===== src/rtl/pi_control_sat.sv =====
// Pipelined PI controller with integrator clamp, output offset and output saturation.
// 3-cycle latency (capture, integrate, sum/saturate); no backpressure, one sample per clock.
module pi_control_sat #(
    parameter int D_WIDTH   = 16,
    parameter int Q_WIDTH   = 16,
    parameter int KP_WIDTH  = 24,
    parameter int KI_WIDTH  = 32,
    parameter int KP_FRAC   = 16,
    parameter int KI_FRAC   = 26,
    parameter int ACC_WIDTH = 48
) (
    input  logic                        clk_i,
    input  logic                        rst_n_i,
    input  logic                        en_i,
    input  logic                        clr_i,
    input  logic                        d_valid_i,
    input  logic signed [D_WIDTH-1:0]   d_i,
    input  logic signed [KP_WIDTH-1:0]  kp_i,
    input  logic signed [KI_WIDTH-1:0]  ki_i,
    input  logic [ACC_WIDTH-2:0]        int_lim_i,
    input  logic signed [Q_WIDTH-1:0]   q_offset_i,
    output logic                        q_valid_o,
    output logic signed [Q_WIDTH-1:0]   q_o,
    output logic                        sat_hi_o,
    output logic                        sat_lo_o,
    output logic                        int_sat_o
);

    localparam int PW  = D_WIDTH + KP_WIDTH;
    localparam int IW  = D_WIDTH + KI_WIDTH;
    localparam int SW  = ((ACC_WIDTH > IW) ? ACC_WIDTH : IW) + 2;
    localparam int PSW = PW - KP_FRAC;
    localparam int AHW = ACC_WIDTH - KI_FRAC;
    localparam int OW  = ACC_WIDTH + 2;

    localparam logic signed [OW-1:0] Q_MAX = {{(OW-Q_WIDTH+1){1'b0}}, {(Q_WIDTH-1){1'b1}}};
    localparam logic signed [OW-1:0] Q_MIN = {{(OW-Q_WIDTH+1){1'b1}}, {(Q_WIDTH-1){1'b0}}};

    logic accept;
    assign accept = d_valid_i & en_i & ~clr_i;

    // S1: full-precision products
    logic signed [PW-1:0] d_px, kp_x, p_nxt;
    logic signed [IW-1:0] d_ix, ki_x, i_nxt;

    assign d_px  = {{KP_WIDTH{d_i[D_WIDTH-1]}}, d_i};
    assign kp_x  = {{D_WIDTH{kp_i[KP_WIDTH-1]}}, kp_i};
    assign p_nxt = d_px * kp_x;
    assign d_ix  = {{KI_WIDTH{d_i[D_WIDTH-1]}}, d_i};
    assign ki_x  = {{D_WIDTH{ki_i[KI_WIDTH-1]}}, ki_i};
    assign i_nxt = d_ix * ki_x;

    logic                       v1;
    logic signed [PW-1:0]       p1;
    logic signed [IW-1:0]       i1;
    logic [ACC_WIDTH-2:0]       lim1;
    logic signed [Q_WIDTH-1:0]  off1;

    always_ff @(posedge clk_i or negedge rst_n_i) begin
        if (!rst_n_i) begin
            v1   <= 1'b0;
            p1   <= '0;
            i1   <= '0;
            lim1 <= '0;
            off1 <= '0;
        end else begin
            v1 <= accept;
            if (accept) begin
                p1   <= p_nxt;
                i1   <= i_nxt;
                lim1 <= int_lim_i;
                off1 <= q_offset_i;
            end
        end
    end

    // S2: integrate with a sum wide enough that it never wraps, then clamp to +/-lim
    logic signed [ACC_WIDTH-1:0] acc;
    logic signed [SW-1:0]        a_sum, lim_pos, lim_neg;
    logic signed [ACC_WIDTH-1:0] acc_nxt;
    logic                        isat_nxt;

    assign a_sum   = {{(SW-ACC_WIDTH){acc[ACC_WIDTH-1]}}, acc} + {{(SW-IW){i1[IW-1]}}, i1};
    assign lim_pos = {{(SW-ACC_WIDTH+1){1'b0}}, lim1};
    assign lim_neg = -lim_pos;

    always_comb begin
        acc_nxt  = a_sum[ACC_WIDTH-1:0];
        isat_nxt = 1'b0;
        if (a_sum > lim_pos) begin
            acc_nxt  = lim_pos[ACC_WIDTH-1:0];
            isat_nxt = 1'b1;
        end else if (a_sum < lim_neg) begin
            acc_nxt  = lim_neg[ACC_WIDTH-1:0];
            isat_nxt = 1'b1;
        end
    end

    logic                       v2;
    logic signed [PSW-1:0]      ps2;
    logic signed [Q_WIDTH-1:0]  off2;
    logic                       isat2;

    always_ff @(posedge clk_i or negedge rst_n_i) begin
        if (!rst_n_i) begin
            v2    <= 1'b0;
            acc   <= '0;
            ps2   <= '0;
            off2  <= '0;
            isat2 <= 1'b0;
        end else if (clr_i) begin
            v2  <= 1'b0;
            acc <= '0;
        end else begin
            v2 <= v1;
            if (v1) begin
                acc   <= acc_nxt;
                isat2 <= isat_nxt;
                ps2   <= PSW'(p1 >>> KP_FRAC);
                off2  <= off1;
            end
        end
    end

    // S3: acc already holds this sample's integral, since S3 reads it one edge after S2 wrote it
    logic signed [AHW-1:0]     acc_hi;
    logic signed [OW-1:0]      s_sum;
    logic signed [Q_WIDTH-1:0] q_nxt;
    logic                      hi_nxt, lo_nxt;

    assign acc_hi = AHW'(acc >>> KI_FRAC);
    assign s_sum  = {{(OW-PSW){ps2[PSW-1]}}, ps2}
                  + {{(OW-AHW){acc_hi[AHW-1]}}, acc_hi}
                  + {{(OW-Q_WIDTH){off2[Q_WIDTH-1]}}, off2};

    always_comb begin
        q_nxt  = s_sum[Q_WIDTH-1:0];
        hi_nxt = 1'b0;
        lo_nxt = 1'b0;
        if (s_sum > Q_MAX) begin
            q_nxt  = Q_MAX[Q_WIDTH-1:0];
            hi_nxt = 1'b1;
        end else if (s_sum < Q_MIN) begin
            q_nxt  = Q_MIN[Q_WIDTH-1:0];
            lo_nxt = 1'b1;
        end
    end

    always_ff @(posedge clk_i or negedge rst_n_i) begin
        if (!rst_n_i) begin
            q_valid_o <= 1'b0;
            q_o       <= '0;
            sat_hi_o  <= 1'b0;
            sat_lo_o  <= 1'b0;
            int_sat_o <= 1'b0;
        end else begin
            q_valid_o <= v2 & ~clr_i;
            if (v2 && !clr_i) begin
                q_o       <= q_nxt;
                sat_hi_o  <= hi_nxt;
                sat_lo_o  <= lo_nxt;
                int_sat_o <= isat2;
            end
        end
    end

endmodule

===== config.mk =====
export PLATFORM = sky130hd
export DESIGN_NAME = pi_control_sat
export DESIGN_NICKNAME = d
export VERILOG_FILES = /design/src/rtl/pi_control_sat.sv
export SDC_FILE = /design/constraint.sdc
export NUM_CORES = 2
export LEC_CHECK = 0
export ABC_AREA = 1
export ABC_CLOCK_PERIOD_IN_PS = 4710
export CAP_MARGIN = 20
export CORE_ASPECT_RATIO = 1.1
export CORE_MARGIN = 2
export CORE_UTILIZATION = 30
export DETAILED_ROUTE_END_ITERATION = 12
export GPL_TIMING_DRIVEN = 0
export PLACE_DENSITY = 0.43
export SLEW_MARGIN = 0
export SYNTH_ARGS = -nofsm -noshare
export SYNTH_HDL_FRONTEND = slang
export SYNTH_SLANG_ARGS = --single-unit

===== constraint.sdc =====
create_clock -name clk_i -period 4.71 [get_ports clk_i]
set_clock_uncertainty 0.15 [all_clocks]
set_input_delay 1.413 -clock clk_i [delete_from_list [all_inputs] [get_ports clk_i]]
set_output_delay 1.413 -clock clk_i [all_outputs]
set_load 0.01 [all_outputs]

==> impl_metrics.ini <==
[outcome]
status = complete, but fails checks
violations = negative setup slack

[clock_network]
clock-root-buffer = clkbuf_16
cts_buffers = 28
cts_buffer_depth = 3
clk_pin_slew_worst_paths_ps = 60
clock_latency_ps = 610
clock-sinks = 246
ctsHtreeMaxLevel = 1
tritoncts = done

[finish]
drive_above_1_share = 0.1982
area_growth_pct = 27.52
nets = 8834

[placed_design]
portBuffers = 99
dp_hpwl_um = 174700
post-place-ws_ps = -3650
globalplace.congestion = 0.9395

[route]
vias_per_cell = 4.669
vias = 45390
final_antenna_net_count = 0
routed_wl_um = 209800
drc = 0
routedWlPerCell_um = 21.58
drtIter0Drc = 2660
drt_first_pass_iters = 6

[yosys]
synth_edf_count = 0
synth_top_area_share = 0.3405
ys.warnings.count = 0
syn_area_mm2 = 0.05203
synth_nets = 8439
synth_area_leaders = fa_1, nand2_1, inv_1, dfrtp_1, ha_1
synth-main-ff-cell = dfrtp_1
synth_cells = 7036
synth.avg_cell_area_um2 = 7.396
yosys.cell_types.count = 52
ys_top_cells_by_count = nand2_1, inv_1, fa_1, ha_1, nor2_1
synth_area_leader_cell = fa_1
yosysSeqAreaShare = 0.1183
async_reset_ff_frac = 1.000
synth.most_common_cell = nand2_1
yosys_register_bits = 246

[setup_path]
crit_fanout = 7
critPathKind = in2reg
start_kind = input pin
slowest_delay_ps = 550
cp-end-kind = flop
reg2reg_depth = 30
crit_required_ps = 5040
worst_path_max_delay_cell = fa_1
cp.arrival_ps = 6980

[die]
die_w_um = 401.1
dieHeight_um = 440.8
core-area_mm2 = 0.1726
initial_core_util = 0.3015
pin_count = 160
dieArea_mm2 = 0.1768
fp-row-count = 160

[timing]
post-route-period-util = 1.412
tightest_slew_ps = 1016
rsz0062_at_grt = yes
drv_slew = 0
period_needed_ps = 6651
holdWs_ps = 325.8
fmax_ghz = 0.1504
relSlewSlack = 0.3199
finalSetupViolations = 71
final.setup.worst_slack_ps = -1941
hold_viol = 0

[global_route]
gr-usage-all-layers = 0.2362
grt-ovfl-total = 0
grt_pass1_wl_um = 312600
grt_pass1_vias = 48060
grt_max_degree = 87
antenna_found_initial = 1

[job]
cap_violations = 0

[hold_path]
min_path_cells = 2
min_path_type = reg2reg
sequential cells by signal, indices dropped and copies added (netlist names), 16 cells and up:
| name | count |
|---|---|
| acc | 48 |
| i1 | 48 |
| lim1 | 47 |
| p1 | 24 |
| ps2 | 24 |
| off1 | 16 |
| off2 | 16 |
| q_o | 16 |
worst max-delay path: cells and delay by family:
kind                       cells  cell delay, ps
AOI/OAI and AO/OA              5             840
adders and majority gates      7            3300
buffers and inverters          9             820
and+or+nand+nor                7             600
area by class of cell:
type / count / area [um^2]
Antenna cell: 1 / 2.502
Tap cell: 2268 / 2838
Clock buffer: 33 / 759.5
Multi-Input combinational cell: 4759 / 42810
Fill cell: 18030 / 106200
Sequential cell: 246 / 6176
Clock inverter: 18 / 207.7
Inverter: 1757 / 6618
Timing Repair Buffer: 365 / 3517
Buffer: 274 / 3420
cells in the final DEF (no fill, tap or decap), types with 64 or more instances in the layout:
cell | Yosys | routed
o21ai_0 | 267 | 173
nand2_2 | 6 | 88
buf_4 | 5 | 214
dfrtp_1 | 246 | 230
clkbuf_8 | 0 | 86
clkbuf_16 | 0 | 64
nand3_1 | 256 | 207
fa_1 | 885 | 782
fa_2 | 0 | 103
nand2_1 | 1897 | 1763
ha_4 | 0 | 95
ha_1 | 378 | 278
inv_2 | 1 | 134
inv_1 | 1750 | 1610
xor2_1 | 98 | 76
o21ai_1 | 8 | 69
clkdlybuf4s50_1 | 0 | 86
a21oi_1 | 242 | 151
nor2_1 | 370 | 272
cells by family after synthesis:
| group | after synthesis | synth area share |
|---|---|---|
| DFF | 246 | 0.1183 |
| AOI/OAI and AO/OA | 633 | 0.06605 |
| buffers and inverters | 2031 | 0.1482 |
| and+or+nand+nor | 2713 | 0.2108 |
| xor gates and xnor gates | 150 | 0.02525 |
| adders and majority gates | 1263 | 0.4314 |
routing by layer:
metal,GRT usage,share of wire
met1,0.3118,0.44
met2,0.4150,0.49
met3,0.01213,0.032
met4,0.07535,0.036
met5,0,0
through the flow:
| step | setup TNS, ps | cells | instance area, um^2 | util |
|---|---|---|---|---|
| floorplan | -101360 | 7036 | 54970 | - |
| detailed placement | -301200 | 9411 | 59000 | 0.3419 |
| finish | -104090 | 9721 | 66350 | 0.3845 |
| CTS | -101420 | 9639 | 64330 | 0.3728 |
| global placement | -2561420 | 9403 | 58800 | 0.3407 |
| global route | -124390 | 9720 | 66350 | 0.3845 |
repair_timing:
| action | CTS | global route |
|---|---|---|
| hold endpoints to repair | 0 | 0 |
| hold buffers | 0 | 0 |
| cloned | 5 | 0 |
| resized for setup | 771 | 392 |
| setup endpoints to repair | 117 | 115 |
| buffers inserted | 173 | 84 |
| pin swaps | 289 | 271 |
final timing paths:
check                      startpoint  endpoint  slack [ps]
max                            d_i[1]    p1[31]       -1940
min                            p1[30]    p1[30]         330
max reg2reg                    i1[22]   acc[46]         -20
min reg2reg                    p1[30]    p1[30]         330
max in group asynchronous     rst_n_i   ps2[20]        2870
min in group asynchronous     rst_n_i   lim1[4]         590
Power is left out: the tool's default activity adds up to more than one toggle a clock period on the data nets, which glitch-free logic cannot reach.
